==> src/rtl/lb_arb_pkg.sv <==
// Shared constants for the 68040 local-bus arbiter: FSM encodings, owner codes
// and the default grant timeout.
package lb_arb_pkg;

    localparam logic [2:0] CPU_GRANT   = 3'b000;
    localparam logic [2:0] CPU_RELEASE = 3'b001;
    localparam logic [2:0] GRANT_ALT   = 3'b010;
    localparam logic [2:0] ALT_BUSY    = 3'b011;
    localparam logic [2:0] DEAD        = 3'b100;

    localparam logic [2:0] OWNER_CPU       = 3'd0;
    localparam int         GNT_TIMEOUT_DEF = 15;

    // Alternate-master index; wide enough for the maximum of four masters.
    localparam int IDX_W = 2;
    typedef logic [IDX_W-1:0] alt_idx_t;

    function automatic logic [2:0] owner_code(alt_idx_t idx);
        return 3'(idx) + 3'd1;
    endfunction

endpackage

==> src/rtl/lb_bus_arbiter_if.sv <==
// Request/grant/busy signal bundle between the local-bus arbiter (master
// modport) and the bus masters plus buffer/sizing logic (slave modport).
interface lb_bus_arbiter_if #(
    parameter int NUM_ALT = 2
);
    logic               nBR_CPU;
    logic               nBG_CPU;
    logic [NUM_ALT-1:0] nBR_ALT;
    logic [NUM_ALT-1:0] nBG_ALT;
    logic               nBB;
    logic               nLOCK;
    logic [2:0]         OWNER;
    logic               CPUBUSEN;

    modport master (
        input  nBR_CPU, nBR_ALT, nBB, nLOCK,
        output nBG_CPU, nBG_ALT, OWNER, CPUBUSEN
    );

    modport slave (
        output nBR_CPU, nBR_ALT, nBB, nLOCK,
        input  nBG_CPU, nBG_ALT, OWNER, CPUBUSEN
    );
endinterface

==> src/rtl/lb_rr_pick.sv <==
// Combinational round-robin selector: first active request at or above rr,
// wrapping around the N request lines.
module lb_rr_pick
    import lb_arb_pkg::*;
#(
    parameter int N = 2
) (
    input  logic [N-1:0] req,
    input  alt_idx_t     rr,
    output logic         valid,
    output alt_idx_t     idx
);

    // Walk from the farthest offset down so the nearest request overwrites.
    always_comb begin
        // NOTE: every always_comb output gets a default first so no path
        // leaves it unassigned, which would infer a latch.
        valid = 1'b0;
        idx   = '0;
        for (int i = N - 1; i >= 0; i--) begin
            if (req[(int'(rr) + i) % N]) begin
                valid = 1'b1;
                idx   = alt_idx_t'((int'(rr) + i) % N);
            end
        end
    end

endmodule

==> src/rtl/lb_bus_arbiter.sv <==
// 68040 local-bus arbiter: CPU parked by default, round-robin among alternate
// masters. Optional locked-sequence protection with macro ARB_LOCK_EN.
module lb_bus_arbiter
    import lb_arb_pkg::*;
#(
    parameter int NUM_ALT     = 2,
    parameter int GNT_TIMEOUT = GNT_TIMEOUT_DEF
) (
    input logic               BCLK,
    input logic               nRESET,
    lb_bus_arbiter_if.master  bus
);

    localparam logic [7:0] TMO      = 8'(GNT_TIMEOUT);
    localparam alt_idx_t   LAST_ALT = alt_idx_t'(NUM_ALT - 1);

    logic [2:0]   state, state_nxt;
    alt_idx_t     sel, sel_nxt;
    alt_idx_t     rr, rr_nxt;
    logic [7:0]   cnt, cnt_nxt;
    logic         bb_seen, bb_seen_nxt;
    logic         pick_valid;
    alt_idx_t     pick_idx;
    logic         lock_hold;
    logic         granted_nxt;
    logic [NUM_ALT-1:0] gnt_n_nxt;

    wire [NUM_ALT-1:0] alt_req  = ~bus.nBR_ALT;
    wire [3:0]         alt_req4 = 4'(alt_req);
    wire               bb_busy  = ~bus.nBB;

    lb_rr_pick #(.N(NUM_ALT)) u_pick (
        .req   (alt_req),
        .rr    (rr),
        .valid (pick_valid),
        .idx   (pick_idx)
    );

`ifdef ARB_LOCK_EN
    // The tail of a locked sequence may still be on the bus for one cycle.
    logic lock_prev;
    always_ff @(posedge BCLK or negedge nRESET) begin
        if (!nRESET) lock_prev <= 1'b0;
        else         lock_prev <= ~bus.nLOCK;
    end
    assign lock_hold = ~bus.nLOCK | (bb_busy & lock_prev);
    wire unused_ok = bus.nBR_CPU;
`else
    assign lock_hold = 1'b0;
    wire unused_ok = bus.nBR_CPU ^ bus.nLOCK;
`endif

    always_comb begin
        state_nxt   = state;
        sel_nxt     = sel;
        rr_nxt      = rr;
        cnt_nxt     = cnt;
        bb_seen_nxt = 1'b0;
        case (state)
            CPU_GRANT:
                if (pick_valid && !lock_hold) state_nxt = CPU_RELEASE;
            CPU_RELEASE:
                if (!pick_valid) begin
                    state_nxt = CPU_GRANT;
                end else if (!bb_busy) begin
                    if (bb_seen) begin
                        state_nxt = GRANT_ALT;
                        sel_nxt   = pick_idx;
                        cnt_nxt   = '0;
                    end else begin
                        bb_seen_nxt = 1'b1;
                    end
                end
            GRANT_ALT: begin
                cnt_nxt = cnt + 8'd1;
                if (bb_busy) begin
                    state_nxt = ALT_BUSY;
                    cnt_nxt   = '0;
                end else if (!alt_req4[sel] || cnt_nxt >= TMO) begin
                    state_nxt = DEAD;
                    rr_nxt    = (sel == LAST_ALT) ? '0 : sel + alt_idx_t'(1);
                end
            end
            ALT_BUSY:
                if (!bb_busy) begin
                    state_nxt = DEAD;
                    rr_nxt    = (sel == LAST_ALT) ? '0 : sel + alt_idx_t'(1);
                end
            DEAD:
                if (!bb_busy) begin
                    if (pick_valid) begin
                        state_nxt = GRANT_ALT;
                        sel_nxt   = pick_idx;
                        cnt_nxt   = '0;
                    end else begin
                        state_nxt = CPU_GRANT;
                    end
                end
            default: state_nxt = CPU_GRANT;
        endcase
    end

    // Grants are decoded from the next state so they leave the flops directly.
    assign granted_nxt = (state_nxt == GRANT_ALT) || (state_nxt == ALT_BUSY);
    always_comb begin
        gnt_n_nxt = '1;
        for (int i = 0; i < NUM_ALT; i++)
            if (granted_nxt && sel_nxt == alt_idx_t'(i)) gnt_n_nxt[i] = 1'b0;
    end

    always_ff @(posedge BCLK or negedge nRESET) begin
        if (!nRESET) begin
            state        <= CPU_GRANT;
            sel          <= '0;
            rr           <= '0;
            cnt          <= '0;
            bb_seen      <= 1'b0;
            bus.nBG_CPU  <= 1'b0;
            bus.nBG_ALT  <= '1;
            bus.OWNER    <= OWNER_CPU;
            bus.CPUBUSEN <= 1'b0;
        end else begin
            // NOTE: state registers use non-blocking assignments so every flop
            // samples the pre-edge values, independent of statement order.
            state        <= state_nxt;
            sel          <= sel_nxt;
            rr           <= rr_nxt;
            cnt          <= cnt_nxt;
            bb_seen      <= bb_seen_nxt;
            bus.nBG_CPU  <= (state_nxt != CPU_GRANT);
            bus.nBG_ALT  <= gnt_n_nxt;
            bus.OWNER    <= granted_nxt ? owner_code(sel_nxt) : OWNER_CPU;
            bus.CPUBUSEN <= ~bus.nBG_CPU | (bus.CPUBUSEN & bb_busy);
        end
    end

endmodule

==> src/flat_wrapper.sv <==
// flat-port wrapper written by rule: the top's interface ports become plain ports
module lb_bus_arbiter_flat import lb_arb_pkg::*;
#(
    parameter int NUM_ALT     = 2,
    parameter int GNT_TIMEOUT = GNT_TIMEOUT_DEF
)
  (BCLK, nRESET, bus_nBR_CPU, bus_nBR_ALT, bus_nBB, bus_nLOCK, bus_nBG_CPU, bus_nBG_ALT, bus_OWNER, bus_CPUBUSEN);
  lb_bus_arbiter_if #(.NUM_ALT(NUM_ALT)) bus_i ();
  input logic BCLK;
  input logic nRESET;
  input wire logic [$bits(bus_i.nBR_CPU)-1:0] bus_nBR_CPU;
  input wire logic [$bits(bus_i.nBR_ALT)-1:0] bus_nBR_ALT;
  input wire logic [$bits(bus_i.nBB)-1:0] bus_nBB;
  input wire logic [$bits(bus_i.nLOCK)-1:0] bus_nLOCK;
  output wire logic [$bits(bus_i.nBG_CPU)-1:0] bus_nBG_CPU;
  output wire logic [$bits(bus_i.nBG_ALT)-1:0] bus_nBG_ALT;
  output wire logic [$bits(bus_i.OWNER)-1:0] bus_OWNER;
  output wire logic [$bits(bus_i.CPUBUSEN)-1:0] bus_CPUBUSEN;
  assign bus_i.nBR_CPU = bus_nBR_CPU;
  assign bus_i.nBR_ALT = bus_nBR_ALT;
  assign bus_i.nBB = bus_nBB;
  assign bus_i.nLOCK = bus_nLOCK;
  assign bus_nBG_CPU = bus_i.nBG_CPU;
  assign bus_nBG_ALT = bus_i.nBG_ALT;
  assign bus_OWNER = bus_i.OWNER;
  assign bus_CPUBUSEN = bus_i.CPUBUSEN;
  lb_bus_arbiter #(.NUM_ALT(NUM_ALT), .GNT_TIMEOUT(GNT_TIMEOUT)) u_core (.BCLK(BCLK), .nRESET(nRESET), .bus(bus_i));
endmodule
==> config.mk <==
export PLATFORM = sky130hd
export DESIGN_NAME = lb_bus_arbiter_flat
export DESIGN_NICKNAME = d
export VERILOG_FILES = /design/src/rtl/lb_arb_pkg.sv /design/src/rtl/lb_bus_arbiter_if.sv /design/src/rtl/lb_rr_pick.sv /design/src/rtl/lb_bus_arbiter.sv /design/src/flat_wrapper.sv
export SDC_FILE = /design/constraint.sdc
export NUM_CORES = 1
export LEC_CHECK = 0
export BUFFER_PORTS_ARGS = -buffer_cell sky130_fd_sc_hd__clkbuf_2
export CAP_MARGIN = 15
export CELL_PAD_IN_SITES_DETAIL_PLACEMENT = 1
export CELL_PAD_IN_SITES_GLOBAL_PLACEMENT = 1
export CORE_MARGIN = 8
export CORE_UTILIZATION = 44
export DETAILED_ROUTE_END_ITERATION = 12
export GPL_TIMING_DRIVEN = 0
export HOLD_SLACK_MARGIN = 0.06
export PLACE_DENSITY_LB_ADDON = 0.1
export SLEW_MARGIN = 10
export SYNTH_ARGS = -nofsm -noshare
export SYNTH_HDL_FRONTEND = slang
export SYNTH_SLANG_ARGS = --single-unit
==> constraint.sdc <==
create_clock -name BCLK -period 2.91 [get_ports BCLK]
set_clock_uncertainty 0.2 [all_clocks]
set_input_delay 0.291 -clock BCLK [delete_from_list [all_inputs] [get_ports BCLK]]
set_output_delay 0.291 -clock BCLK [all_outputs]
set_load 0.03 [all_outputs]
* After elaboration in Yosys (flattened, before gate mapping)
Index checks and enable logic that the tools add are counted.
Storage, ports and cells: register bits after elaboration 22, bits of input ports 7, word-level logic and storage cells 97, output and inout bits 7
Operators by class: reductions and logical operators 12, mux-type cells 46, add/sub/neg operators 4, eq/ne operators 16, $lt $le $gt $ge 4, bitwise operators 6
Operators with widths (number):
- 8-bit two-way mux | 6
- 3-bit two-way mux | 9
- 8-bit case mux with 3 select lines | 1
- 1-bit two-way mux | 18
- 2-bit two-way mux | 8
- 3-bit case mux with 5 select lines | 1
- 3-bit by 2-bit == test with 1-bit output, second input constant | 4
- 8-bit by 1-bit adder with 8-bit output, second input constant | 1
- 8-bit by 4-bit >= comparator with 1-bit output, second input constant | 1
- 2-bit by 1-bit inequality test with 1-bit output, second input constant | 4
- 2-bit inequality test, second input constant | 4
- 2-bit by 3-bit < comparator with 1-bit output, second input constant | 2
- 6-bit AND reduction | 1
- 3-bit nonzero test | 2
- 2-bit by 1-bit == test with 1-bit output, second input constant | 2
- 2-bit case mux with 2 select lines | 1
- 4-bit AND reduction | 1
- 2-bit by 1-bit adder with 3-bit output, second input constant | 1
- 3-bit by 1-bit == test with 1-bit output, second input constant | 1
- 3-bit == test, second input constant | 1
- 3-bit logical NOT | 1
- 1-bit adder, second input constant | 2
- 1-bit binary-select mux with 2-bit select | 1
- 1-bit logical AND | 2
- other kinds (11) | 13

* Longest topological paths before layout
Gate-level depths: netlist (run 1).
depth after elaboration 14, gate-level depth with buffers 8, mapped depth without buffers 7

* Modules after synthesis
Synthesis (run 1) repeated with hierarchy kept, for this count alone.
Unflattened totals: cells, all modules 122, area total of the unflattened synthesis 1202.4 um^2
By module, submodules not included:
- lb_bus_arbiter | area an instance 1173.6 um^2, cells an instance 117, instances 1, sequential area each 578.1 um^2
- lb_rr_pick | area an instance 28.8 um^2, cells an instance 5, instances 1, sequential area each 0.0 um^2

* Worst setup path after synthesis (run 1)
Ideal clock, no wire load.
path type register to register, start point register u_core.state[1], end point register u_core.bus.OWNER[1], path slack 0.828 ns, cell stages (with the launch flop) 8, library setup time 0.078 ns, path buffers 1, required time 2.632 ns, clock period less this slack 2.082 ns, arrival time 1.804 ns, cells stage by stage dfrtp_1 buf_2 nor2b_1 nand2_1 o31a_1 o31ai_2 ha_1 a21oi_1
Between the ends: elaborated cells between the ends (all ways) 20, those cells by class add/sub (1); eq/ne (6); mux (11); reduce/logical (2)
RTL lines:
- start: declaration | line lb_bus_arbiter.sv:17 | logic [2:0] state, state_nxt;
- start signal: assignment | line lb_bus_arbiter.sv:125 | state <= state_nxt;
- 3-bit == test / 3-bit by 1-bit == test with 1-bit output (equally long branches) | line lb_bus_arbiter.sv:59 | case (state)
- 2-bit case mux with 2 select lines * | line lb_bus_arbiter.sv:59
- net u_core.sel_nxt[0] | line lb_bus_arbiter.sv:18 | alt_idx_t sel, sel_nxt;
- 2-bit by 1-bit adder with 3-bit output * | line lb_arb_pkg.sv:19 | return 3'(idx) + 3'd1;
- 3-bit two-way mux * | line lb_bus_arbiter.sv:132 | bus.OWNER <= granted_nxt ? owner_code(sel_nxt) : OWNER_CPU;
- end signal: assignment | line lb_bus_arbiter.sv:132
- end: declaration | line lb_bus_arbiter_if.sv:17 | output nBG_CPU, nBG_ALT, OWNER, CPUBUSEN
The timed path passes the listed nets; every way through them passes the cells marked *. A chain may end at the register's enable or synchronous reset.

* Final worst setup path (run 1)
start point input bus_nBB, end point register u_core.bus.OWNER[1]
Between the ends: elaborated cells between the ends (all ways) 15, those cells by class add/sub (1); eq/ne (2); mux (11); reduce/logical (1)
RTL lines:
- start: declaration | line flat_wrapper.sv:13 | input wire logic [$bits(bus_i.nBB)-1:0] bus_nBB;
- 2-bit two-way mux | line lb_bus_arbiter.sv:65 | end else if (!bb_busy) begin
- 2-bit two-way mux | line lb_bus_arbiter.sv:63 | if (!pick_valid) begin
- 2-bit case mux with 2 select lines * | line lb_bus_arbiter.sv:59
- net u_core.sel_nxt[0] | line lb_bus_arbiter.sv:18
- 2-bit by 1-bit adder with 3-bit output * | line lb_arb_pkg.sv:19
- 3-bit two-way mux * | line lb_bus_arbiter.sv:132
Marks and branches as above.

==> results of run 1 <==
metrics by stage:
step                      total power [µW]  area, µm²  hold WS (ns)
after CTS                             1040       1350        0.0632
after floorplan                        744       1200        -0.205
after global routing                  1110       1360         0.163
after detailed placement               863       1300         0.115
final                                 1030       1360         0.174
after global placement                 844       1300         0.106
power by group through the flow:
| stage | Sequential (µW) | Combinational [µW] | Clock [µW] |
|---|---|---|---|
| floorplan | 485 | 259 | 0 |
| global placement | 440 | 404 | 0 |
| detailed placement | 446 | 416 | 0 |
| CTS | 441 | 419 | 179 |
| global route | 451 | 466 | 194 |
| finish | 440 | 416 | 174 |
metal layers:
layer | vias to the layer above | wire [µm]
li1 | 480 | -
met5 | - | 0
met3 | 4 | 74
met1 | 488 | 1380
met4 | 0 | 36
met2 | 8 | 1340
repair_timing:
action	CTS	global route
hold endpoints to repair	22	1
hold buffers	2	1
resized for setup	0	0
cells in the mapped netlist, types with 3 or more instances:
master | n | area [µm²]
nor2_1 | 6 | 22.5
dfrtp_1 | 20 | 500
o21ai_0 | 11 | 55.1
nand3_1 | 5 | 25.0
a21oi_1 | 5 | 25.0
nand4_1 | 3 | 18.8
ha_1 | 5 | 62.6
nand2_1 | 11 | 41.3
nor2b_1 | 7 | 43.8
clkbuf_1 | 3 | 11.3
or3_1 | 3 | 18.8
inv_1 | 6 | 22.5
cells by family after synthesis:
group           count (synthesis)  share of synthesized area, %
simple gates                   45                          21.0
compound gates                 36                          22.0
fa+ha+maj                       5                          5.20
buf+inv                        11                          3.64
flops                          22                          45.9
xor+xnor                        3                          2.18
worst reg2reg max path, delay by kind of cell (launching register included):
family | cells | cell delay (ns)
buffers and inverters | 1 | 0.17
AND/OR/NAND/NOR | 2 | 0.39
adder cells (fa/ha/maj) | 1 | 0.31
AO/OA/AOI/OAI | 3 | 0.87
flip-flops | 1 | 0.39
state kept, by name, indices dropped and copies added, names as in the netlist:
name                 flops
u_core.bb_seen           1
u_core.bus.CPUBUSEN      1
u_core.bus.OWNER         3
u_core.bus.nBG_ALT       2
u_core.bus.nBG_CPU       1
u_core.cnt               8
u_core.rr                1
u_core.sel               2
u_core.state             3
cell type report:
type / count / share of cell area (%)
Multi-Input combinational cell: 89 / 44.5
Sequential cell: 22 / 40.6
Timing Repair Buffer: 14 / 6.24
Tap cell: 31 / 2.84
Clock buffer: 4 / 2.66
Inverter: 6 / 1.65
Buffer: 5 / 1.56
final timing paths:
check,startpoint,endpoint,slack (ns),cells after the start
setup / recovery,bus_nBB,u_core.bus.OWNER[1],0.38,8
hold / removal,bus_nBR_ALT[0],u_core.sel[0],0.17,3
setup reg to reg,u_core.state[1],u_core.bus.OWNER[1],0.53,7
hold reg to reg,u_core.bus.nBG_CPU,u_core.bus.CPUBUSEN,0.27,1
max in group asynchronous,nRESET,u_core.bus.nBG_ALT[1],1.85,2
min in group asynchronous,nRESET,u_core.cnt[0],0.28,2
==> report_table.html, run 1 <==
<table>
<tr><th>Metric</th><th>Value</th></tr>
<tr><th colspan="2">Power and ir drop</th></tr>
<tr><td>Comb power frac</td><td>40.4%</td></tr>
<tr><td>Cell internal pwr</td><td>611 µW</td></tr>
<tr><td>Static power due to leakage</td><td>0.000604 µW</td></tr>
<tr><td>Net switching power of the design</td><td>420 µW</td></tr>
<tr><td>Fraction of power spent switching nets</td><td>40.8%</td></tr>
<tr><td>Clock network power share</td><td>16.9%</td></tr>
<tr><td>Power per unit of standard cell area</td><td>756 nW/µm²</td></tr>
<tr><td>Worst vdd rail ir drop</td><td>0.402 mV</td></tr>
<tr><td>Part of the power in registers</td><td>42.7%</td></tr>
<tr><th colspan="2">Global routing</th></tr>
<tr><td>Overall track demand over capacity in global routing</td><td>13.4%</td></tr>
<tr><td>Global routing met2 resource utilization</td><td>21.9%</td></tr>
<tr><td>Wire length of the first global-routing pass</td><td>4.80 mm</td></tr>
<tr><td>Largest net degree at the start of global routing</td><td>23</td></tr>
<tr><td>Grt peak-use layer</td><td>met2</td></tr>
<tr><td>Initial antenna violation count</td><td>0</td></tr>
<tr><td>Aggregate global routing overflow</td><td>0</td></tr>
<tr><td>Met1 routing resource usage after global routing</td><td>17.5%</td></tr>
<tr><td>Met3 Track Usage GR</td><td>2.45%</td></tr>
<tr><td>Number of global-route vias before repair</td><td>1035</td></tr>
<tr><th colspan="2">Cells and area</th></tr>
<tr><td>Area Growth Syn to Fin</td><td>13.3%</td></tr>
<tr><td>Sequential cell area</td><td>553 µm²</td></tr>
<tr><td>Most frequent cells in the layout</td><td>dfrtp_1, nand2_1, o21ai_0, clkbuf_2, nor2b_1</td></tr>
<tr><td>Final-stage net count</td><td>153</td></tr>
<tr><td>Layout cell share with drive strength beyond 1</td><td>17.1%</td></tr>
<tr><td>Multi-input gate area</td><td>607 µm²</td></tr>
<tr><td>Final cell count without fillers</td><td>171</td></tr>
<tr><td>Core Util, Final</td><td>50.8%</td></tr>
<tr><td>Number of antenna repair diodes</td><td>0</td></tr>
<tr><td>Fill count</td><td>313</td></tr>
<tr><td>Most common library cell in the layout ignoring fill and taps</td><td>dfrtp_1</td></tr>
<tr><th colspan="2">Routing</th></tr>
<tr><td>Iteration count of the initial detailed-routing pass</td><td>4</td></tr>
<tr><td>Average detailed-routed wire length per instance</td><td>16.5 µm</td></tr>
<tr><td>Number of design rule violations left after detail routing</td><td>0</td></tr>
<tr><td>Via Count</td><td>980</td></tr>
<tr><td>Total wire length</td><td>2.83 mm</td></tr>
<tr><td>DRT antenna net count</td><td>0</td></tr>
<tr><td>Drt initial violations</td><td>56</td></tr>
<tr><td>Via-to-Cell Ratio</td><td>5.73</td></tr>
<tr><th colspan="2">Die</th></tr>
<tr><td>Count of standard-cell rows</td><td>19</td></tr>
<tr><td>I/O Pins</td><td>14</td></tr>
<tr><td>Core area</td><td>2690 µm²</td></tr>
<tr><td>Die ar.</td><td>4660 µm²</td></tr>
<tr><td>Die extent in y</td><td>68.3 µm</td></tr>
<tr><td>Die Width</td><td>68.3 µm</td></tr>
<tr><td>Starting density of the core</td><td>44.8%</td></tr>
<tr><th colspan="2">Clock network</th></tr>
<tr><td>Clock tree from TritonCTS</td><td>yes</td></tr>
<tr><td>H-tree depth reported by CTS</td><td>1</td></tr>
<tr><td>Clock root cell</td><td>clkbuf_4</td></tr>
<tr><td>Worst-Skew Late Latency</td><td>0.31 ns</td></tr>
<tr><td>Buffers from clock root to sink, at most</td><td>2</td></tr>
<tr><td>Post-CTS setup repair buffer count</td><td>0</td></tr>
<tr><td>Clock buffers created by TritonCTS</td><td>3</td></tr>
<tr><td>CTS sink count</td><td>22</td></tr>
<tr><td>Clock-pin slew of the registers on the worst-case setup and hold paths</td><td>0.12 ns</td></tr>
<tr><th colspan="2">STA</th></tr>
<tr><td>Number of hold-slack violations in the final timing report</td><td>0</td></tr>
<tr><td>Final worst path period need</td><td>2.53 ns</td></tr>
<tr><td>Period utilisation layout</td><td>86.9%</td></tr>
<tr><td>Max-slew headroom at the worst pin</td><td>62.9%</td></tr>
<tr><td>Max Transition Viols Final</td><td>0</td></tr>
<tr><td>Worst setup margin</td><td>0.381 ns</td></tr>
<tr><td>Final setup TNS</td><td>0 ns</td></tr>
<tr><td>Unrepaired setup endpoints after global routing</td><td>false</td></tr>
<tr><td>Number of setup violations in the final report</td><td>0</td></tr>
<tr><td>Maximum clock frequency</td><td>0.395 GHz</td></tr>
<tr><td>Least-Margin Pin Slew</td><td>0.557 ns</td></tr>
<tr><th colspan="2">Run</th></tr>
<tr><td>Max-cap violations</td><td>0</td></tr>
<tr><th colspan="2">Synthesis</th></tr>
<tr><td>Post-synth net total</td><td>134</td></tr>
<tr><td>Syn Area/Cell</td><td>9.87 µm²</td></tr>
<tr><td>Flip-flop and latch count after synthesis</td><td>22</td></tr>
<tr><td>Cells after Synth</td><td>122</td></tr>
<tr><td>Cell area after technology mapping</td><td>1200 µm²</td></tr>
<tr><td>Number of synthesized flops with an enable pin</td><td>0</td></tr>
<tr><td>Flip-flop cell with the highest count after synthesis</td><td>dfrtp_1</td></tr>
<tr><td>Portion of the post-synthesis area used by sequential elements</td><td>45.9%</td></tr>
<tr><td>Count of warnings emitted by yosys</td><td>0</td></tr>
<tr><td>Number of distinct library cells after synthesis</td><td>42</td></tr>
<tr><td>Async SR Flop Fraction</td><td>100%</td></tr>
<tr><th colspan="2">Worst setup path</th></tr>
<tr><td>Buffers &amp; Inverters on Critical Path</td><td>2</td></tr>
<tr><td>Largest fanout on the critical path</td><td>6</td></tr>
<tr><td>Critical path's largest stage delay</td><td>0.53 ns</td></tr>
<tr><td>Top cell family by delay on the critical path</td><td>compound AO/OA/AOI/OAI gates</td></tr>
<tr><td>CP Data Required Time</td><td>2.95 ns</td></tr>
<tr><td>Cell Chain, Critical Path</td><td>dlygate4sd3_1 &gt; clkbuf_2 &gt; nor2b_1 &gt; nand2_1 &gt; o31a_1 &gt; o31ai_2 &gt; ha_1 &gt; a21oi_1</td></tr>
<tr><td>Type of destination of the critical path</td><td>register</td></tr>
<tr><td>Cell type of the slowest stage on the worst timing path</td><td>dlygate4sd3_1</td></tr>
<tr><td>Startpoint class of the critical path</td><td>input port</td></tr>
<tr><td>Critical path start-end classification</td><td>input port to register</td></tr>
<tr><td>Worst EP arrival</td><td>2.57 ns</td></tr>
<tr><th colspan="2">Status</th></tr>
<tr><td>Result of the run</td><td>complete, no violations</td></tr>
<tr><th colspan="2">Place</th></tr>
<tr><td>Half-perimeter wire length after placement</td><td>2.10 mm</td></tr>
<tr><td>Number of buffer cells added on primary ports</td><td>11</td></tr>
<tr><td>Global placement routability congestion</td><td>0.733</td></tr>
<tr><td>Number of placed instances, taps included</td><td>164</td></tr>
<tr><td>Placement Setup Slack</td><td>0.581 ns</td></tr>
<tr><th colspan="2">Min path</th></tr>
<tr><td>Min-Delay Path Class</td><td>input port to register</td></tr>
</table>
Note: power is estimated with default switching activity, not from simulation.
==> run 2: changes to the inputs <==
--- a/config.mk
+++ b/config.mk
@@ -18,4 +18,5 @@
 export SLEW_MARGIN = 10
 export SYNTH_ARGS = -nofsm -noshare
 export SYNTH_HDL_FRONTEND = slang
+export SYNTH_HIERARCHICAL = 1
 export SYNTH_SLANG_ARGS = --single-unit
==> run 2 against run 1 <==
  * Clock power about the same
  * Via count is 10% lower
  * Routed wire length decreased by 13%
  * Synthesized cell count down 2.5%
  * Clock-buffer cell count unchanged
  * Sequential share of layout area rose by 1.9 points
  * Cell count shrank 3.5%
==> report_table.html, run 2 <==
<table>
<tr><th>Metric</th><th>Value</th></tr>
<tr><th colspan="2">Status</th></tr>
<tr><td>Result of the run</td><td>complete, no violations</td></tr>
<tr><th colspan="2">Power and ir drop</th></tr>
<tr><td>Total power</td><td>794 µW (-23%)</td></tr>
<tr><td>Power per unit of standard cell area</td><td>610 nW/µm² (-19%)</td></tr>
<tr><td>Static power due to leakage</td><td>0.000623 µW (+3.2%)</td></tr>
<tr><td>Worst vdd rail ir drop</td><td>0.338 mV (-16%)</td></tr>
<tr><th colspan="2">Die</th></tr>
<tr><td>Core area</td><td>2500 µm² (-6.9%)</td></tr>
<tr><td>Die Width</td><td>67.4 µm (-1.3%)</td></tr>
<tr><td>Die ar.</td><td>4540 µm² (-2.6%)</td></tr>
<tr><td>I/O Pins</td><td>14 (unchanged)</td></tr>
<tr><td>Die extent in y</td><td>67.4 µm (-1.3%)</td></tr>
<tr><td>Count of standard-cell rows</td><td>18 (-1)</td></tr>
<tr><td>Starting density of the core</td><td>46.5% (+1.7 points)</td></tr>
<tr><th colspan="2">Cells and area</th></tr>
<tr><td>Final-stage net count</td><td>148 (-3.3%)</td></tr>
<tr><td>Most common library cell in the layout ignoring fill and taps</td><td>dfrtp_1</td></tr>
<tr><td>Flip-flop count of the largest register after layout</td><td>8 (unchanged)</td></tr>
<tr><td>Most frequent cells in the layout</td><td>dfrtp_1, clkbuf_2, nand2_1, o21ai_0, inv_1</td></tr>
<tr><td>Number of antenna repair diodes</td><td>0 (unchanged)</td></tr>
<tr><td>Layout cell share with drive strength beyond 1</td><td>17.8% (+0.63 points)</td></tr>
<tr><td>Largest registers</td><td>u_core/cnt (8), u_core/bus.OWNER (3), u_core/state (3)</td></tr>
<tr><td>Area of all placed cells without fillers</td><td>1300 µm² (-4.6%)</td></tr>
<tr><td>Fill count</td><td>291 (-7.0%)</td></tr>
<tr><td>Area Growth Syn to Fin</td><td>11.9%</td></tr>
<tr><td>Most flops, register</td><td>u_core/cnt</td></tr>
<tr><th colspan="2">Synthesis</th></tr>
<tr><td>Cell area after technology mapping</td><td>1160 µm² (-3.4%)</td></tr>
<tr><td>Post-synth net total</td><td>131 (-2.2%)</td></tr>
<tr><td>Cells after Synth</td><td>119 (-2.5%)</td></tr>
<tr><td>Count of warnings emitted by yosys</td><td>6 (+6)</td></tr>
<tr><td>Syn Area/Cell</td><td>9.77 µm² (-1.0%)</td></tr>
<tr><th colspan="2">Clock network</th></tr>
<tr><td>Worst-Skew Late Latency</td><td>0.31 ns (about the same)</td></tr>
<tr><td>Buffers from clock root to sink, at most</td><td>2 (unchanged)</td></tr>
<tr><td>Clock-pin slew of the registers on the worst-case setup and hold paths</td><td>0.13 ns (about the same)</td></tr>
<tr><td>Clock tree from TritonCTS</td><td>yes</td></tr>
<tr><td>Clock buffers created by TritonCTS</td><td>3 (unchanged)</td></tr>
<tr><td>Clock root cell</td><td>clkbuf_4</td></tr>
<tr><td>Post-cts sizing count</td><td>0 (unchanged)</td></tr>
<tr><td>CTS hold repair buffers</td><td>1 (-1)</td></tr>
<tr><td>H-tree depth reported by CTS</td><td>1 (unchanged)</td></tr>
<tr><td>CTS sink count</td><td>22 (unchanged)</td></tr>
<tr><td>Post-CTS setup repair buffer count</td><td>0 (unchanged)</td></tr>
<tr><th colspan="2">STA</th></tr>
<tr><td>Worst setup margin</td><td>0.426 ns (+0.0447 ns)</td></tr>
<tr><td>Period utilisation layout</td><td>85.4% (-1.5 points)</td></tr>
<tr><td>Least-Margin Pin Slew</td><td>0.541 ns (-0.0161 ns)</td></tr>
<tr><td>Maximum clock frequency</td><td>0.403 GHz (+1.8%)</td></tr>
<tr><td>Max-slew headroom at the worst pin</td><td>63.9% (+1.1 points)</td></tr>
<tr><td>Unrepaired setup endpoints after global routing</td><td>false</td></tr>
<tr><td>Final worst path period need</td><td>2.48 ns (-0.0447 ns)</td></tr>
<tr><td>Final setup TNS</td><td>0 ns (unchanged)</td></tr>
<tr><td>Number of setup violations in the final report</td><td>0 (unchanged)</td></tr>
<tr><td>Number of hold-slack violations in the final timing report</td><td>0 (unchanged)</td></tr>
<tr><td>Max Transition Viols Final</td><td>0 (unchanged)</td></tr>
<tr><th colspan="2">Worst setup path</th></tr>
<tr><td>Buffers &amp; Inverters on Critical Path</td><td>0 (-2)</td></tr>
<tr><td>Largest fanout on the critical path</td><td>7 (+1)</td></tr>
<tr><td>CP Data Required Time</td><td>2.97 ns (+0.02 ns)</td></tr>
<tr><td>Critical path start-end classification</td><td>register to register</td></tr>
<tr><td>Top cell family by delay on the critical path</td><td>simple AND/OR/NAND/NOR gates</td></tr>
<tr><td>Startpoint class of the critical path</td><td>register</td></tr>
<tr><td>Cell Chain, Critical Path</td><td>ha_1 &gt; nand3_1 &gt; xor2_1 &gt; o211ai_1 &gt; or4_4 &gt; a31oi_4 &gt; and2_1</td></tr>
<tr><td>Cell type of the slowest stage on the worst timing path</td><td>or4_4</td></tr>
<tr><td>Internal reg-to-reg setup slack</td><td>0.43 ns (-0.10 ns)</td></tr>
<tr><td>Worst EP arrival</td><td>2.55 ns (-0.02 ns)</td></tr>
<tr><td>Critical path's largest stage delay</td><td>0.54 ns (about the same)</td></tr>
<tr><td>Type of destination of the critical path</td><td>register</td></tr>
<tr><th colspan="2">Run</th></tr>
<tr><td>Max-cap violations</td><td>0 (unchanged)</td></tr>
<tr><th colspan="2">Routing</th></tr>
<tr><td>DRT antenna net count</td><td>0 (unchanged)</td></tr>
<tr><td>Iteration count of the initial detailed-routing pass</td><td>3 (-1)</td></tr>
<tr><td>Via-to-Cell Ratio</td><td>5.35 (-6.7%)</td></tr>
<tr><td>Number of design rule violations left after detail routing</td><td>0 (unchanged)</td></tr>
<tr><td>Total wire length</td><td>2.45 mm (-13%)</td></tr>
<tr><td>Via Count</td><td>882 (-10%)</td></tr>
<tr><td>Drt initial violations</td><td>52 (-7.1%)</td></tr>
<tr><td>Average detailed-routed wire length per instance</td><td>14.9 µm (-10%)</td></tr>
<tr><th colspan="2">Global routing</th></tr>
<tr><td>Initial antenna violation count</td><td>0 (unchanged)</td></tr>
<tr><td>Overall track demand over capacity in global routing</td><td>12.7% (-0.76 points)</td></tr>
<tr><td>Largest net degree at the start of global routing</td><td>23 (unchanged)</td></tr>
<tr><td>Aggregate global routing overflow</td><td>0 (unchanged)</td></tr>
<tr><td>Number of global-route vias before repair</td><td>923 (-11%)</td></tr>
<tr><td>Wire length of the first global-routing pass</td><td>4.42 mm (-8.0%)</td></tr>
<tr><th colspan="2">Min path</th></tr>
<tr><td>Min-Delay Path Class</td><td>input port to register</td></tr>
<tr><th colspan="2">Place</th></tr>
<tr><td>Number of buffer cells added on primary ports</td><td>11 (unchanged)</td></tr>
<tr><td>Area post-placement</td><td>1250 µm² (-3.3%)</td></tr>
<tr><td>Placement Setup Slack</td><td>0.469 ns (-0.112 ns)</td></tr>
<tr><td>Half-perimeter wire length after placement</td><td>1.81 mm (-14%)</td></tr>
<tr><td>Global placement routability congestion</td><td>0.810 (+10%)</td></tr>
</table>
run 2: cell count changes in the layout (fill, tap and decap cells not counted), sizes merged, moves of 3 or more:
cell    previous run  this run
inv                6         9
nand2b             1         5
nand4              3         0
nor2b              7         4
run 2: path summary, 6_finish.rpt:
kind / from / to / cells after the start
min reg2reg: u_core/bus.nBG_CPU / u_core/bus.CPUBUSEN / 1
min: bus_nBB / u_core/bus.CPUBUSEN / 2
min in group asynchronous: nRESET / u_core/cnt[6] / 2
max: u_core/cnt[0] / u_core/bus.OWNER[2] / 7
max in group asynchronous: nRESET / u_core/bus.nBG_ALT[1] / 2
max reg2reg: u_core/cnt[0] / u_core/bus.OWNER[2] / 7
run 2: through the flow:
step / std cells / hold slack, ns / util [%]
final: 165 / 0.0958 / 52.1
after global routing: 165 / 0.0813 / 52.1
after floorplan: 119 / -0.205 / -
after global placement: 160 / 0.103 / 50.2
after detailed placement: 160 / 0.106 / 50.2
after CTS: 165 / 0.0993 / 52.1
run 2: layout make-up:
class | count | area (µm²) | share of cell area, %
Buffer | 3 | 16.3 | 1.25
Sequential cell | 22 | 553 | 42.5
Inverter | 9 | 33.8 | 2.60
Clock buffer | 4 | 36.3 | 2.79
Timing Repair Buffer | 12 | 65.1 | 5.00
Multi-Input combinational cell | 85 | 559 | 43.0
Tap cell | 30 | 37.5 | 2.88
run 2: where the power goes:
part | switching, µW | leakage, µW | internal (µW)
Sequential | 40.6 | 0.000283 | 357
Clock | 97.7 | 0.0000210 | 76.5
Combinational | 138 | 0.000320 | 84.0
Total | 276 | 0.000623 | 518
run 2: worst register-to-register path, stage by stage (launching register included):
cell	delay, ns
dfrtp_1	0.44
ha_1	0.31
nand3_1	0.12
xor2_1	0.21
o211ai_1	0.14
or4_4	0.54
a31oi_4	0.29
and2_1	0.18
run 2: per-layer routing:
metal  up-vias  GRT usage (%)  routed length (µm)
met4         0           5.48                  37
met3         4           3.31                 106
met5         -              0                   0
met2         9           20.5                1160
met1       434           15.5                1140
li1        435              -                   -
==> run 3: changes to the inputs <==
--- a/config.mk
+++ b/config.mk
@@ -11,10 +11,11 @@
 export CELL_PAD_IN_SITES_GLOBAL_PLACEMENT = 1
 export CORE_MARGIN = 8
 export CORE_UTILIZATION = 44
+export CTS_CLUSTER_SIZE = 14
 export DETAILED_ROUTE_END_ITERATION = 12
 export GPL_TIMING_DRIVEN = 0
 export HOLD_SLACK_MARGIN = 0.06
-export PLACE_DENSITY_LB_ADDON = 0.1
+export PLACE_DENSITY = 0.77
 export SLEW_MARGIN = 10
 export SYNTH_ARGS = -nofsm -noshare
 export SYNTH_HDL_FRONTEND = slang
==> run 3 against run 2 <==
  * Via count is 0.34% higher
  * Design area is 1.2% higher
  * Routed wire length is 3.1% higher
  * Die area stayed put
  * Sequential share of layout area is 0.52 points lower
  * First-iteration DRC count is 25% lower
  * Setup slack better by 0.043 ns
  * Power is 8.4% higher
  * Highest routed layer unchanged
==> report_table.html, run 3 (synthesis results as in run 2) <==
<table>
<tr><th>Metric</th><th>Value</th></tr>
<tr><th colspan="2">Clock network</th></tr>
<tr><td>Clock-pin slew of the registers on the worst-case setup and hold paths</td><td>0.12 ns (about the same)</td></tr>
<tr><td>Clock tree from TritonCTS</td><td>yes</td></tr>
<tr><td>Clock buffers created by TritonCTS</td><td>3 (unchanged)</td></tr>
<tr><td>H-tree depth reported by CTS</td><td>1 (unchanged)</td></tr>
<tr><td>Post-CTS setup repair buffer count</td><td>0 (unchanged)</td></tr>
<tr><td>Worst-Skew Late Latency</td><td>0.31 ns (about the same)</td></tr>
<tr><td>CTS sink count</td><td>22 (unchanged)</td></tr>
<tr><td>Clock root cell</td><td>clkbuf_4</td></tr>
<tr><td>Buffers from clock root to sink, at most</td><td>2 (unchanged)</td></tr>
<tr><td>Post-cts sizing count</td><td>0 (unchanged)</td></tr>
<tr><td>CTS hold repair buffers</td><td>1 (unchanged)</td></tr>
<tr><th colspan="2">Power and ir drop</th></tr>
<tr><td>Power per unit of standard cell area</td><td>653 nW/µm² (+7.0%)</td></tr>
<tr><td>Static power due to leakage</td><td>0.000630 µW (+1.1%)</td></tr>
<tr><td>Worst vdd rail ir drop</td><td>0.462 mV (+36%)</td></tr>
<tr><td>Clock network power share</td><td>27.2% (+5.3 points)</td></tr>
<tr><td>Part of the power in registers</td><td>46.5% (-3.6 points)</td></tr>
<tr><td>Net switching power of the design</td><td>279 µW (+0.97%)</td></tr>
<tr><td>Cell internal pwr</td><td>581 µW (+12%)</td></tr>
<tr><td>Comb power frac</td><td>26.2% (-1.7 points)</td></tr>
<tr><td>Total power</td><td>860 µW (+8.4%)</td></tr>
<tr><td>Fraction of power spent switching nets</td><td>32.4% (-2.4 points)</td></tr>
<tr><th colspan="2">Worst setup path</th></tr>
<tr><td>First element of the critical path</td><td>u_core/cnt[0]</td></tr>
<tr><td>Buffers &amp; Inverters on Critical Path</td><td>0 (unchanged)</td></tr>
<tr><td>Cell Chain, Critical Path</td><td>ha_1 &gt; nand3_1 &gt; xor2_1 &gt; o211ai_1 &gt; or4_4 &gt; a31oi_4 &gt; nand4bb_1</td></tr>
<tr><td>Type of destination of the critical path</td><td>register</td></tr>
<tr><td>Worst EP arrival</td><td>2.49 ns (-0.06 ns)</td></tr>
<tr><td>Worst reg2reg startpoint</td><td>u_core/cnt[0]</td></tr>
<tr><td>CP Data Required Time</td><td>2.96 ns (about the same)</td></tr>
<tr><td>Termination of the worst setup path</td><td>u_core/bus.nBG_CPU</td></tr>
<tr><td>Depth of the worst register-to-register path</td><td>7 (unchanged)</td></tr>
<tr><td>Startpoint class of the critical path</td><td>register</td></tr>
<tr><td>Cell type of the slowest stage on the worst timing path</td><td>or4_4</td></tr>
<tr><td>Largest fanout on the critical path</td><td>7 (unchanged)</td></tr>
<tr><td>R2R Path End</td><td>u_core/bus.nBG_CPU</td></tr>
<tr><td>Critical path start-end classification</td><td>register to register</td></tr>
<tr><td>Internal reg-to-reg setup slack</td><td>0.47 ns (+0.04 ns)</td></tr>
<tr><td>Critical path's largest stage delay</td><td>0.53 ns (about the same)</td></tr>
<tr><td>Total stage count of the critical path</td><td>7 (unchanged)</td></tr>
<tr><td>Top cell family by delay on the critical path</td><td>simple AND/OR/NAND/NOR gates</td></tr>
<tr><th colspan="2">Die</th></tr>
<tr><td>Die Width</td><td>67.4 µm (unchanged)</td></tr>
<tr><td>Die extent in y</td><td>67.4 µm (unchanged)</td></tr>
<tr><td>Count of standard-cell rows</td><td>18 (unchanged)</td></tr>
<tr><td>I/O Pins</td><td>14 (unchanged)</td></tr>
<tr><td>Starting density of the core</td><td>46.5% (unchanged)</td></tr>
<tr><td>Die ar.</td><td>4540 µm² (unchanged)</td></tr>
<tr><td>Core area</td><td>2500 µm² (unchanged)</td></tr>
<tr><th colspan="2">Global routing</th></tr>
<tr><td>Aggregate global routing overflow</td><td>0 (unchanged)</td></tr>
<tr><td>Met1 routing resource usage after global routing</td><td>15.5% (about the same)</td></tr>
<tr><td>Number of global-route vias before repair</td><td>1012 (+9.6%)</td></tr>
<tr><td>Largest net degree at the start of global routing</td><td>23 (unchanged)</td></tr>
<tr><td>Overall track demand over capacity in global routing</td><td>13.7% (+1.0 points)</td></tr>
<tr><td>Global routing met2 resource utilization</td><td>24.0% (+3.5 points)</td></tr>
<tr><td>Wire length of the first global-routing pass</td><td>4.77 mm (+8.1%)</td></tr>
<tr><td>Grt peak-use layer</td><td>met2</td></tr>
<tr><td>Initial antenna violation count</td><td>0 (unchanged)</td></tr>
<tr><td>Met3 Track Usage GR</td><td>4.47% (+1.2 points)</td></tr>
<tr><th colspan="2">Routing</th></tr>
<tr><td>Number of design rule violations left after detail routing</td><td>0 (unchanged)</td></tr>
<tr><td>Via Count</td><td>885 (+0.34%)</td></tr>
<tr><td>Iteration count of the initial detailed-routing pass</td><td>4 (+1)</td></tr>
<tr><td>Total wire length</td><td>2.53 mm (+3.1%)</td></tr>
<tr><td>Drt initial violations</td><td>39 (-25%)</td></tr>
<tr><td>DRT antenna net count</td><td>0 (unchanged)</td></tr>
<tr><td>Average detailed-routed wire length per instance</td><td>15.3 µm (+3.1%)</td></tr>
<tr><td>Via-to-Cell Ratio</td><td>5.36 (+0.34%)</td></tr>
<tr><th colspan="2">Min path</th></tr>
<tr><td>Min-Delay Path Class</td><td>input port to register</td></tr>
<tr><th colspan="2">STA</th></tr>
<tr><td>Number of hold-slack violations in the final timing report</td><td>0 (unchanged)</td></tr>
<tr><td>Max Transition Viols Final</td><td>0 (unchanged)</td></tr>
<tr><td>Number of setup violations in the final report</td><td>0 (unchanged)</td></tr>
<tr><td>Hold Worst Slack</td><td>0.0868 ns (-0.00901 ns)</td></tr>
<tr><td>Final setup TNS</td><td>0 ns (unchanged)</td></tr>
<tr><td>Period utilisation layout</td><td>83.9% (-1.5 points)</td></tr>
<tr><td>Unrepaired setup endpoints after global routing</td><td>false</td></tr>
<tr><td>Final worst path period need</td><td>2.44 ns (-0.0432 ns)</td></tr>
<tr><td>Maximum clock frequency</td><td>0.410 GHz (+1.8%)</td></tr>
<tr><td>Least-Margin Pin Slew</td><td>0.547 ns (+0.00605 ns)</td></tr>
<tr><td>Max-slew headroom at the worst pin</td><td>63.5% (-0.40 points)</td></tr>
<tr><th colspan="2">Cells and area</th></tr>
<tr><td>Most common library cell in the layout ignoring fill and taps</td><td>dfrtp_1</td></tr>
<tr><td>Number of antenna repair diodes</td><td>0 (unchanged)</td></tr>
<tr><td>Area Growth Syn to Fin</td><td>13.3%</td></tr>
<tr><td>Largest registers</td><td>u_core/cnt (8), u_core/bus.OWNER (3), u_core/state (3)</td></tr>
<tr><td>Core Util, Final</td><td>52.7% (+0.65 points)</td></tr>
<tr><td>Most frequent cells in the layout</td><td>dfrtp_1, clkbuf_2, nand2_1, o21ai_0, inv_1</td></tr>
<tr><td>Layout cell share with drive strength beyond 1</td><td>17.8% (unchanged)</td></tr>
<tr><td>Most flops, register</td><td>u_core/cnt</td></tr>
<tr><td>Final-stage net count</td><td>148 (unchanged)</td></tr>
<tr><td>Flip-flop count of the largest register after layout</td><td>8 (unchanged)</td></tr>
<tr><th colspan="2">Run</th></tr>
<tr><td>Max-cap violations</td><td>0 (unchanged)</td></tr>
<tr><th colspan="2">Place</th></tr>
<tr><td>Number of buffer cells added on primary ports</td><td>11 (unchanged)</td></tr>
<tr><td>Half-perimeter wire length after placement</td><td>1.92 mm (+6.0%)</td></tr>
<tr><td>Global placement routability congestion</td><td>0.767 (-5.3%)</td></tr>
<tr><th colspan="2">Status</th></tr>
<tr><td>Result of the run</td><td>complete, no violations</td></tr>
</table>
-- run 3: area by class of cell --
cell class | count | area [µm²]
clock buffers | 3 | 22.5
repair buffers | 12 | 65.1
well taps | 30 | 37.5
flip-flops and latches | 22 | 553
multi-input cells | 85 | 559
inverters | 9 | 33.8
plain buffers | 3 | 16.3
clock inverters | 1 | 30.0
fillers | 291 | 1180
-- run 3: how the worst min path moves through the flow --
stage          startpoint                  end  slack [ns]  cells past startpoint
2_1_floorplan      nRESET       u_core/bb_seen       -0.20                      0
3_3_place_gp       nRESET        u_core/cnt[5]        0.11                      1
3_5_place_dp       nRESET      u_core/state[0]        0.11                      1
4_1_cts           bus_nBB  u_core/bus.CPUBUSEN        0.08                      2
5_1_grt           bus_nBB  u_core/bus.CPUBUSEN         0.1                      2
6_report          bus_nBB  u_core/bus.CPUBUSEN        0.09                      2
-- run 3: through the flow --
stage | setup slack (ns) | cell area (µm²) | instances
2_1_floorplan | 0.729 | 1160 | 119
3_3_place_gp | 0.487 | 1250 | 160
3_5_place_dp | 0.441 | 1250 | 160
4_1_cts | 0.446 | 1320 | 165
5_1_grt | 0.244 | 1320 | 165
6_report | 0.469 | 1320 | 165
-- run 3: power groups by stage --
stage	Clock (µW)	Sequential [µW]	Combinational, µW
final	234	400	226
after global routing	261	412	255
after CTS	244	402	232
after detailed placement	0	408	229
after global placement	0	403	215
after floorplan	0	430	129
-- run 3: routing by layer --
metal | wire (µm) | vias to the layer above
met2 | 1280 | 12
met4 | 18 | 0
met3 | 91 | 2
met1 | 1140 | 432
met5 | 0 | -
li1 | - | 439
